<file path="config.mk">
export PLATFORM = sky130hd
export DESIGN_NAME = int_arbiter
export DESIGN_NICKNAME = d
export VERILOG_FILES = /design/src/rtl/a4092_int_pkg.sv /design/src/rtl/int_prio_pick.sv /design/src/rtl/int_arbiter.sv
export SDC_FILE = /design/constraint.sdc
export NUM_CORES = 1
export LEC_CHECK = 0
export CORE_MARGIN = 8
export CORE_UTILIZATION = 30
export CTS_CLUSTER_SIZE = 30
export DETAILED_ROUTE_END_ITERATION = 16
export PLACE_DENSITY_LB_ADDON = 0.3
export SYNTH_ARGS = -nofsm -noshare
export SYNTH_HDL_FRONTEND = slang
export SYNTH_SLANG_ARGS = --single-unit
</file>
<file path="constraint.sdc">
create_clock -name CLK -period 1.4 [get_ports CLK]
set_input_delay 0.28 -clock CLK [delete_from_list [all_inputs] [get_ports CLK]]
set_output_delay 0.28 -clock CLK [all_outputs]
set_load 0.01 [all_outputs]
</file>
<file path="src/rtl/a4092_int_pkg.sv">
// Shared types and constants for the INT2 interrupt arbiter.
package a4092_int_pkg;

    localparam int IW = 2;

    localparam logic [7:0] SPURIOUS_VEC = 8'h0F;

    localparam logic [1:0] SEL_BASE = 2'd0;
    localparam logic [1:0] SEL_MASK = 2'd1;
    localparam logic [1:0] SEL_CLR  = 2'd2;

    typedef enum logic [1:0] {
        IDLE,
        ARM,
        SERVE,
        DRAIN
    } state_t;

endpackage

</file>
<file path="src/rtl/int_prio_pick.sv">
// Combinational winner picker over the masked pending set.
// ROUND_ROBIN_EN selects rotating priority starting after i_last; otherwise index 0 wins.
module int_prio_pick
    import a4092_int_pkg::*;
#(
    parameter int N_SRC = 4
) (
    input  logic [N_SRC-1:0] i_req,
    input  logic [IW-1:0]    i_last,
    output logic [IW-1:0]    o_win,
    output logic             o_any
);

`ifdef ROUND_ROBIN_EN
    logic [IW-1:0] w_idx;

    // Walk from the farthest candidate back to last+1 so the nearest one is kept.
    always_comb begin
        o_win = '0;
        o_any = 1'b0;
        w_idx = '0;
        for (int k = N_SRC; k >= 1; k--) begin
            w_idx = IW'((int'(i_last) + k) % N_SRC);
            if (i_req[w_idx]) begin
                o_win = w_idx;
                o_any = 1'b1;
            end
        end
    end
`else
    logic w_unusedLast;
    assign w_unusedLast = ^i_last;

    always_comb begin
        o_win = '0;
        o_any = 1'b0;
        for (int i = N_SRC - 1; i >= 0; i--) begin
            if (i_req[i]) begin
                o_win = IW'(i);
                o_any = 1'b1;
            end
        end
    end
`endif

endmodule

</file>
<file path="src/rtl/int_arbiter.sv">
// Shares one Zorro III INT2 request and vector among up to four requesters.
// Define ROUND_ROBIN_EN for rotating priority; the default build is fixed priority.
module int_arbiter
    import a4092_int_pkg::*;
#(
    parameter int N_SRC = 4
) (
    input  logic             CLK,
    input  logic             RESET_n,
    input  logic [N_SRC-1:0] src_req,
    output logic [N_SRC-1:0] src_ack,
    input  logic             reg_wr,
    input  logic [1:0]       reg_sel,
    input  logic [7:0]       reg_wdata,
    output logic [7:0]       reg_rdata,
    input  logic             iack_start,
    input  logic             iack_done,
    output logic             int_req,
    output logic [7:0]       vec_out,
    output logic             vec_valid
);

    state_t           r_state;
    logic [7-IW:0]    r_base;
    logic [N_SRC-1:0] r_mask;
    logic             r_assigned;
    logic [N_SRC-1:0] r_pending;
    logic [IW-1:0]    r_win;
    logic             r_winValid;
    logic             r_intReq;
    logic [7:0]       r_vecOut;
    logic             r_vecValid;
    logic [N_SRC-1:0] r_srcAck;
    logic [7:0]       r_rdata;

    logic [N_SRC-1:0] w_masked;
    logic [N_SRC-1:0] w_winOh;
    logic [N_SRC-1:0] w_clrBits;
    logic [3:0]       w_pend4;
    logic [IW-1:0]    w_pick;
    logic [IW-1:0]    w_last;
    logic             w_any;
    logic             w_ackEvent;

`ifdef ROUND_ROBIN_EN
    logic [IW-1:0] r_last;
    assign w_last = r_last;
`else
    assign w_last = IW'(N_SRC - 1);
`endif

    assign w_masked   = r_pending & r_mask;
    assign w_ackEvent = (r_state == SERVE) && iack_done;
    assign w_clrBits  = ((reg_wr && reg_sel == SEL_CLR) ? reg_wdata[N_SRC-1:0] : '0)
                      | (w_ackEvent ? w_winOh : '0);

    always_comb begin
        w_winOh = '0;
        for (int i = 0; i < N_SRC; i++) begin
            w_winOh[i] = r_winValid && (r_win == IW'(i));
        end
    end

    always_comb begin
        w_pend4 = '0;
        w_pend4[N_SRC-1:0] = r_pending;
    end

    int_prio_pick #(.N_SRC(N_SRC)) u_pick (
        .i_req  (w_masked),
        .i_last (w_last),
        .o_win  (w_pick),
        .o_any  (w_any)
    );

    // Register port, pending latch and readback; the acked bit is cleared here too.
    always_ff @(posedge CLK) begin
        if (!RESET_n) begin
            r_base     <= '0;
            r_mask     <= '0;
            r_assigned <= 1'b0;
            r_pending  <= '0;
            r_rdata    <= 8'h00;
        end else begin
            if (reg_wr && reg_sel == SEL_BASE) begin
                r_base     <= reg_wdata[7:IW];
                r_assigned <= 1'b1;
            end
            if (reg_wr && reg_sel == SEL_MASK) begin
                r_mask <= reg_wdata[N_SRC-1:0];
            end
            r_pending <= (r_pending | (src_req & r_mask)) & ~w_clrBits;
            r_rdata   <= {r_assigned, (r_state != IDLE), 2'b00, w_pend4};
        end
    end

    // int_req is raised only while heading into ARM, so it stays low through SERVE and DRAIN.
    always_ff @(posedge CLK) begin
        if (!RESET_n) begin
            r_state    <= IDLE;
            r_win      <= '0;
            r_winValid <= 1'b0;
            r_intReq   <= 1'b0;
            r_vecOut   <= 8'h00;
            r_vecValid <= 1'b0;
            r_srcAck   <= '0;
`ifdef ROUND_ROBIN_EN
            r_last     <= IW'(N_SRC - 1);
`endif
        end else begin
            r_srcAck <= '0;
            case (r_state)
                IDLE: begin
                    if (iack_start) begin
                        r_state    <= SERVE;
                        r_winValid <= 1'b0;
                        r_vecOut   <= SPURIOUS_VEC;
                        r_vecValid <= 1'b1;
                        r_intReq   <= 1'b0;
                    end else if (r_assigned && w_any) begin
                        r_state  <= ARM;
                        r_intReq <= 1'b1;
                    end
                end
                ARM: begin
                    if (iack_start) begin
                        r_state    <= SERVE;
                        r_intReq   <= 1'b0;
                        r_vecValid <= 1'b1;
                        if (w_any) begin
                            r_win      <= w_pick;
                            r_winValid <= 1'b1;
                            r_vecOut   <= {r_base, w_pick};
`ifdef ROUND_ROBIN_EN
                            r_last     <= w_pick;
`endif
                        end else begin
                            r_winValid <= 1'b0;
                            r_vecOut   <= SPURIOUS_VEC;
                        end
                    end else if (!w_any) begin
                        r_state  <= IDLE;
                        r_intReq <= 1'b0;
                    end
                end
                SERVE: begin
                    if (iack_done) begin
                        r_state    <= DRAIN;
                        r_vecValid <= 1'b0;
                        r_srcAck   <= w_winOh;
                    end
                end
                DRAIN: begin
                    r_state <= IDLE;
                end
                default: begin
                    r_state <= IDLE;
                end
            endcase
        end
    end

    assign src_ack   = r_srcAck;
    assign reg_rdata = r_rdata;
    assign int_req   = r_intReq;
    assign vec_out   = r_vecOut;
    assign vec_valid = r_vecValid;

endmodule

</file>
# After elaboration in Yosys (flattened, before gate mapping)

Index checks and enable logic that the tools add are counted.

Bits of input ports: 19
Flip-flop bits (word level): 42
Logic and storage cells: 87
Output and inout port bits: 22

Reductions and logical operators: 22
Bitwise operators: 6
Equality and inequality tests: 14
Muxes and demuxes: 32

Operators by type and width:

| operator                                                              | count |
|---|---|
| 8-bit 2-to-1 mux                                                      | 3 |
| 2-bit 2-to-1 mux                                                      | 9 |
| 3-bit AND reduction                                                   | 6 |
| 8-bit case mux with 2 select lines                                    | 1 |
| 1-bit 2-to-1 mux                                                      | 13 |
| 4-bit bitwise AND                                                     | 3 |
| 2-bit equality test, second input constant                            | 5 |
| 1-bit logical AND                                                     | 9 |
| 4-bit 2-to-1 mux                                                      | 2 |
| 4-bit bitwise OR                                                      | 2 |
| 2-bit case mux with 4 select lines                                    | 1 |
| 2-bit by 1-bit equality test with 1-bit output, second input constant | 3 |
| 2-bit zero test                                                       | 3 |
| 2-bit != test, second input constant                                  | 3 |
| 3-bit != test, second input constant                                  | 2 |
| 1-bit case mux with 2 select lines                                    | 3 |
| 2-bit nonzero test                                                    | 3 |
| 4-bit NOT                                                             | 1 |
| 2-bit by 1-bit != test with 1-bit output, second input constant       | 1 |
| 2-bit OR reduction                                                    | 1 |

# Logic depth before layout (Yosys ltp)

Gate-level depths: netlist of the first run.

Depth after elaboration: 9
Depth in mapped cells: 6
Mapped depth without buffers: 4

# Hierarchy

A second synthesis of the first run with hierarchy kept.

Cell total of the unflattened synthesis: 154
Area total of the unflattened synthesis: 1604.0 um^2

Modules (own cells, without submodules):

| module        | seq. area each (um^2) | instances | area each (um^2) | cells an instance |
|---|---|---|---|---|
| int_arbiter   | 800.8                 | 1         | 1569.0           | 147 |
| int_prio_pick | 0.0                   | 1         | 35.0             | 7 |

# Least setup slack after synthesis of the first run

OpenSTA, ideal clock, no wires.

Path kind: register to register
Start point: register r_state[0]
End point: register r_pending[0]
Period minus slack after synthesis: 1.168 ns
Library setup time: 0.086 ns
Buffers on the path: 2
Slack: 0.232 ns
Required time: 1.314 ns
Arrival: 1.081 ns
Cell stages (with the launch flop): 6
Cells stage by stage: dfxtp_1 -> buf_6 -> and3b_1 -> and2_1 -> buf_6 -> a221oi_2

Longest elaborated chain between the ends: 6

Ends and longest elaborated chain:

| what                   | line               | RTL |
|---|---|---|
| from (decl)            | int_arbiter.sv:23  | `state_t r_state;` |
| from (signal assigned) | int_arbiter.sv:100 | `r_state <= IDLE;` |
| from (signal assigned) | int_arbiter.sv:115 | `r_state <= SERVE;` |
| from (signal assigned) | int_arbiter.sv:121 | `r_state <= ARM;` |
| 2-bit equality test    | int_arbiter.sv:53  | `assign w_ackEvent = (r_state == SERVE) && iack_done;` |
| 1-bit logical AND      | int_arbiter.sv:53  |  |
| 4-bit 2-to-1 mux       | int_arbiter.sv:55  | `\| (w_ackEvent ? w_winOh : '0);` |
| 4-bit bitwise OR       | int_arbiter.sv:55  |  |
| 4-bit NOT              | int_arbiter.sv:92  | `r_pending <= (r_pending \| (src_req & r_mask)) & ~w_clrBits;` |
| 4-bit bitwise AND      | int_arbiter.sv:92  |  |
| to (signal assigned)   | int_arbiter.sv:92  |  |
| to (decl)              | int_arbiter.sv:27  | `logic [N_SRC-1:0] r_pending;` |

No other way between the ends.
A chain may end at the register's enable or synchronous reset.

# Worst setup path after layout of the first run

Start point: input port iack_start
End point: register r_vecOut[7] (netlist: vec_out[7])

Longest elaborated chain between the ends: 2
Elaborated cells between the ends (all ways): 3
Classes of those cells: eq/ne (2); reduce/logical (1)

Ends and longest elaborated chain:

| what                                     | line               | RTL |
|---|---|---|
| from (decl)                              | int_arbiter.sv:16  | `input logic iack_start,` |
| 2-bit != test (no source line)           | --                 |  |
| 3-bit AND reduction (no source line) (*) | --                 |  |
| to (signal assigned)                     | int_arbiter.sv:133 | `r_vecOut <= {r_base, w_pick};` |
| to (decl)                                | int_arbiter.sv:31  | `logic [7:0] r_vecOut;` |

Every way passes the cells marked *; elsewhere a longest branch is shown, timed or not.

==> results.md, run 1 <==
- DRC viols: 0
- Crit path to: vec_out[7]
- Hold Path Class: flip-flop to flip-flop
- Die height: 88.06 µm
- Initial antenna violation count: 0
- H-tree Lvls: 2
- Layout Nets: 219
- Slowest-stage cell, CP: clkdlybuf4s50_1
- Metal-1 WL: 1642 µm
- Synthesized cell area: 1558 µm²
- Reg2Reg Depth: 4
- Most common cell after layout, fill and taps aside: dfxtp_1
- CP top delay family: buffers and inverters
- Adder-Cell Fraction of Synth Area: 0%
- Synth top area cells: dfxtp_1, mux2i_1, nor2b_1, nand2_1, a221oi_2
- Pleak: 0.0009328 µW
- Final Skew: 0.004957 ns
- Final setup violation count: 0
- Distinct cells, synth: 33
- Most frequent cells in the layout: dfxtp_1, dlygate4sd2_1, clkdlybuf4s50_1
- DRT Pass-1 Iters: 4
- Final ANT Viol Nets: 0
- Post-CTS sizing: 20
- Number of vias per cell: 4.441
- # diodes: 0
- DR top layer: met4
- Largest net degree at the start of global routing: 45
- Area grow syn2layout: 35.18%
- #FFs+latches synth: 40
- EDFF count, synth: 0
- Non-Filler Instances: 270
- Met2 routed WL: 1548 µm
- Hpwl dp: 2550 µm
- Main combinational cell family by area after synthesis: simple AND/OR/NAND/NOR gates
- CTS Sinks: 40
- WS Path Type: primary input to flip-flop
- Port Buf Inserts: 38
- CP bufs+invs: 2
- I/O Pins: 41
- Synth Warn #: 0
- Initial core utilization: 30.70%
- Fmax: 768.3 MHz
- Hold_buf cts: 0
- Final wirelength: 3451 µm
- Tcrit/Tclk final: 92.97%
- Worst Setup SP: iack_start
- Critical path endpoint category: flip-flop
- Synth top area share: 51.41%
- RSZ-0062 raised after global routing: false
- Share of cells above drive strength 1: 11.50%
- Routed met3 length: 174 µm
- CTS Root Cell: clkbuf_8
- Post-CTS Repair Setup Buffers: 0
- First-pass GRT wire length: 5761 µm
- Clock Latency Late Sink: 0.29 ns
- Compound-gate portion of the synthesized area: 15.66%
- Synth Area in XOR/XNOR: 0%
- Routability cong.: 0.7806
- Max IR drop VDD: 0.0004741 V
- Required @ worst endpoint: 1.62 ns
- DR iter-0 viols: 116
- Total number of cells along the worst setup path: 5
- GR Overflow Total: 0
- Area of the core: 5075 µm²
- Vias in the first global route: 1,125
- PD cells: 1007 nW/µm²
- GRT Total Usage: 9.729%
- Mux share of post-synthesis cell area: 6.426%
- Worst endpoint data arrival time: 1.52 ns
- CTS clock-pin slew for the worst setup and hold paths: 0.07 ns
- Worst r2r dst: vec_out[7]
- Final slew viol count: 0
- Power after layout: 2120 µW
- CP startpoint kind: primary input
- Yosys top cell by area: dfxtp_1
- Cts bufs inserted: 5
- Synth Flop Type: dfxtp_1
- Synth Instances: 155
- CP Max Fanout: 6
- R2R Path Start: r_pending[0]
- Outcome: completed
- Synth Area in Simple Gates: 21.45%
- CTS tree: yes
- Clock Path Buffers: 2
- Die area: 7755 µm²
- Avg WL per Cell: 12.78 µm
- Ys async rst share: 0%
- Critical path's largest stage delay: 0.50 ns
- CP cell instances: clkdlybuf4s50_1 -> nor2b_1 -> o211ai_2 -> buf_4 -> o21ai_0
- Seq/Total Area, Yosys: 51.41%
- Reg2Reg Setup Slack: 0.1 ns
- Final hold vios: 0
- Syn avg cell area: 10.05 µm²
- Placed instance count: 263
- Max-cap violation count: 0
- Vias: 1,199
- Final min period: 1.302 ns
- Die X-Extent: 88.06 µm
- Core Rows: 26
- Hold Path Stages: 2
==> state kept, by name (all words and copies together), names as in the netlist <==
register	count
src_ack	4
r_mask	4
r_assigned	1
r_winValid	1
r_base	6
vec_valid	1
r_pending	4
reg_rdata	6
r_state	2
r_win	2
vec_out	8
int_req	1
==> cell usage after synthesis (2+ instances only) <==
| library cell | number |
|---|---|
| nand2b_1 | 3 |
| and3_1 | 3 |
| a22o_1 | 2 |
| nor3b_1 | 2 |
| and3b_1 | 2 |
| clkbuf_1 | 4 |
| a31oi_1 | 2 |
| a21boi_0 | 2 |
| o21ai_0 | 8 |
| buf_4 | 2 |
| mux2i_1 | 10 |
| o21a_1 | 3 |
| nand3_1 | 7 |
| a221oi_2 | 3 |
| dfxtp_1 | 40 |
| nand2_1 | 13 |
| and2_1 | 7 |
| buf_6 | 2 |
| nand3b_1 | 2 |
| nor4_1 | 2 |
| buf_2 | 3 |
| a21o_1 | 4 |
| nor2b_1 | 13 |
| o221a_2 | 2 |
| nor2_1 | 6 |
==> power by group <==
group	switching, µW	internal (µW)
Sequential	20.1	1170
Combinational	93.2	124
Clock	372	339
Total	486	1630
==> cells by family (layout without fill, tap and decap cells) <==
logic type	count (synthesis)	count (layout)
AO/OA/AOI/OAI	30	30
AND/OR/NAND/NOR	61	61
multiplexers	10	10
flip-flops	40	40
buffers and inverters	13	57
other	1	2
==> how the worst min path moves through the flow <==
stage | to | slack (ns) | from
2_1_floorplan | r_pending[0] | 0.37 | reg_wdata[0]
3_5_place_dp | vec_out[6] | 0.45 | r_base[4]
4_1_cts | vec_out[6] | 0.46 | r_base[4]
5_1_grt | vec_out[7] | 0.48 | r_base[5]
6_report | vec_out[6] | 0.46 | r_base[4]
3_3_place_gp | vec_out[6] | 0.45 | r_base[4]
==> routing by layer <==
| metal | track usage (%) | up-vias |
|---|---|---|
| met4 | 5.991 | 0 |
| met1 | 11.65 | 546 |
| met2 | 14.77 | 22 |
| met3 | 3.096 | 7 |
| met5 | 0 | - |
| li1 | - | 624 |
==> through the flow <==
step / util, % / hold slack, ns / area [µm²] / setup TNS (ns) / setup WS (ns)
floorplan: - / 0.3695 / 1562 / 0 / 0.2324
global placement: 40.46 / 0.4460 / 2053 / -3.068 / -0.1681
detailed placement: 40.46 / 0.4525 / 2053 / -3.324 / -0.1807
CTS: 41.49 / 0.4638 / 2106 / 0 / 0.09049
global route: 41.49 / 0.4801 / 2106 / 0 / 0.02323
finish: 41.49 / 0.4555 / 2106 / 0 / 0.09839
==> cell type report <==
type                            count  area [µm²]
Tap cell                           70       87.58
Multi-Input combinational cell    103       685.7
Clock inverter                      1       5.005
Clock buffer                        6       72.57
Sequential cell                    40       800.8
Fill cell                         525        2969
Timing Repair Buffer               49       450.4
Inverter                            1       3.754
==> worst reg2reg max path: cells and delay by family (launching register included) <==
family          cells  cell delay, ns
buf+inv             1            0.19
compound gates      3            0.67
flops               1            0.34
Power figures use the tool's default switching activity.
==> inputs of run 2 (changes only) <==
==> constraint.sdc (replaced) <==
create_clock -name CLK -period 1.1 [get_ports CLK]
set_input_delay 0.22 -clock CLK [delete_from_list [all_inputs] [get_ports CLK]]
set_output_delay 0.22 -clock CLK [all_outputs]
set_load 0.01 [all_outputs]
==> results.md, run 2 (same netlist as run 1, synthesis figures left out) <==
- Outcome: finished, violations left
- Failing checks: setup timing
- Hold Path Class: flip-flop to flip-flop
- Area of the core: 5075 µm² (unchanged)
- Final Skew: 0.004363 ns (-0.0005940 ns)
- Worst r2r dst: int_req
- Die area: 7755 µm² (unchanged)
- Layout Nets: 235 (+7.3%)
- Die X-Extent: 88.06 µm (unchanged)
- CTS Sinks: 40 (unchanged)
- Critical path endpoint category: flip-flop
- Number of vias per cell: 4.488 (+1.1%)
- Worst hold path startpoint: r_base[5]
- I/O Pins: 41 (unchanged)
- Max-cap violation count: 0 (unchanged)
- Tcrit/Tclk final: 108.2%
- Final slew viol count: 0 (unchanged)
- Clock Path Buffers: 2 (unchanged)
- Hold Path Stages: 2 (unchanged)
- Most common cell after layout, fill and taps aside: dfxtp_1
- First-pass GRT wire length: 5892 µm (+2.3%)
- DR iter-0 viols: 120 (+3.4%)
- GRT Total Usage: 9.785% (+0.056 points)
- Worst setup margin: -0.09048 ns (-0.1889 ns)
- PD cells: 1238 nW/µm² (+23%)
- CP Max Fanout: 3 (-3)
- Hpwl dp: 2668 µm (+4.6%)
- Area grow syn2layout: 47.23%
- Final min period: 1.190 ns
- Avg WL per Cell: 13.22 µm (+3.5%)
- CTS clock-pin slew for the worst setup and hold paths: 0.07 ns (about the same)
- DRC viols: 0 (unchanged)
- Max IR drop VDD: 0.0003946 V (-17%)
- Final ANT Viol Nets: 0 (unchanged)
- CTS Root Cell: clkbuf_8
- Most frequent cells in the layout: dfxtp_1, buf_4, clkdlybuf4s50_1
- H-tree Lvls: 2 (unchanged)
- Vias in the first global route: 1,222 (+8.6%)
- Final wirelength: 3795 µm (+10%)
- Fmax: 840.0 MHz
- Hold_buf cts: 0 (unchanged)
- Port Buf Inserts: 38 (unchanged)
- Vias: 1,288 (+7.4%)
- Clock Latency Late Sink: 0.29 ns (about the same)
- Share of cells above drive strength 1: 31.34% (+20 points)
- Worst endpoint data arrival time: 1.38 ns (-0.14 ns)
- Fillers: 526 (+0.19%)
- Final setup violation count: 17 (+17)
- Reg2Reg Setup Slack: -0.09 ns (-0.19 ns)
- GR Overflow Total: 0 (unchanged)
- R2R Path Start: r_pending[0]
- Largest net degree at the start of global routing: 43 (-4.4%)
- Initial core utilization: 30.70% (unchanged)
- DRT Pass-1 Iters: 4 (unchanged)
- Reg2Reg Depth: 4 (unchanged)
- CP startpoint kind: flip-flop
- Placed instance count: 274 (+4.2%)
- Placed cell area: 2137 µm² (+4.1%)
- Pleak: 0.0009918 µW (+6.3%)
- Required @ worst endpoint: 1.28 ns (-0.34 ns)
- RSZ-0062 raised after global routing: true
- Core Rows: 26 (unchanged)
- Design area: 2293 µm² (+8.9%)
- WS Path Type: flip-flop to flip-flop
- CTS tree: yes
- Cts bufs inserted: 5 (unchanged)
- Final hold vios: 0 (unchanged)
- Die height: 88.06 µm (unchanged)
- Hold endpoint: vec_out[7]
- # diodes: 0 (unchanged)
- Non-Filler Instances: 287 (+6.3%)
- Initial antenna violation count: 0 (unchanged)
- Max FFs per register: 8 (unchanged)
- Routability cong.: 0.7319 (-6.2%)
[run 2: cell count changes in the layout (fill, tap and decap cells not counted), sizes merged]
| cell | previous run | this run |
|---|---|---|
| buf | 11 | 30 |
| clkinv | 1 | 0 |
| clkdlybuf4s50 | 18 | 15 |
| clkdlybuf4s15 | 0 | 9 |
| dlygate4sd2 | 20 | 4 |
| clkbuf | 6 | 15 |
[run 2: power breakdown]
group          leakage (µW)  internal [µW]  switching, µW
clock network     0.0000455            511            481
registers          0.000329           1490           26.9
logic              0.000617            190            137
total              0.000992           2190            645
[run 2: repair_timing]
action | CTS | global route
pin swaps | 7 | 6
setup buffers | 1 | 4
gates cloned | 0 | 0
endpoints found under the setup margin | 46 | 40
endpoints found under the hold margin | 0 | 0
resized for setup | 63 | 24
[run 2: critical path, cell delays in order, from the launching register on]
cell and delay, ns:
dfxtp_2 0.33, a22o_4 0.27, nor2_2 0.18, nor4_1 0.07, o2111a_1 0.22
[run 2: how the worst max path moves through the flow]
stage | start | end | slack, ns | depth (start not counted)
after floorplan | r_state[0] | r_pending[0] | -0.04 | 5
after global placement | iack_start | vec_out[7] | -0.38 | 5
after detailed placement | iack_start | vec_out[6] | -0.39 | 5
after CTS | r_mask[2] | vec_out[6] | -0.09 | 4
after global routing | r_state[1] | r_pending[2] | -0.14 | 4
final | r_pending[0] | int_req | -0.09 | 4
[run 2: cell type report]
| type | count | area, µm² | share of cell area [%] |
|---|---|---|---|
| Tap cell | 70 | 87.58 | 3.819 |
| Inverter | 1 | 3.754 | 0.1637 |
| Multi-Input combinational cell | 103 | 735.7 | 32.08 |
| Timing Repair Buffer | 65 | 561.8 | 24.50 |
| Sequential cell | 40 | 814.5 | 35.52 |
| Clock buffer | 8 | 90.09 | 3.928 |
[run 2: routing by layer]
layer	vias to the layer above	part of all wire [%]	GRT usage, %
li1	655	-	-
met1	589	47	12.09
met2	35	45	14.77
met3	9	5.7	3.189
met4	0	2.2	5.069
met5	-	0	0
[run 2: metrics by stage]
step,worst slack [ns],setup TNS (ns),total power (µW),hold WS (ns),utilization (%)
2_1_floorplan,-0.04133,-0.2367,1684,0.3095,-
3_3_place_gp,-0.3778,-11.13,1862,0.4472,42.11
3_5_place_dp,-0.3945,-10.98,1864,0.4513,42.11
4_1_cts,-0.08830,-0.6810,2855,0.4519,45.19
5_1_grt,-0.1398,-1.776,2973,0.4724,45.19
6_report,-0.09048,-0.8447,2840,0.4488,45.19
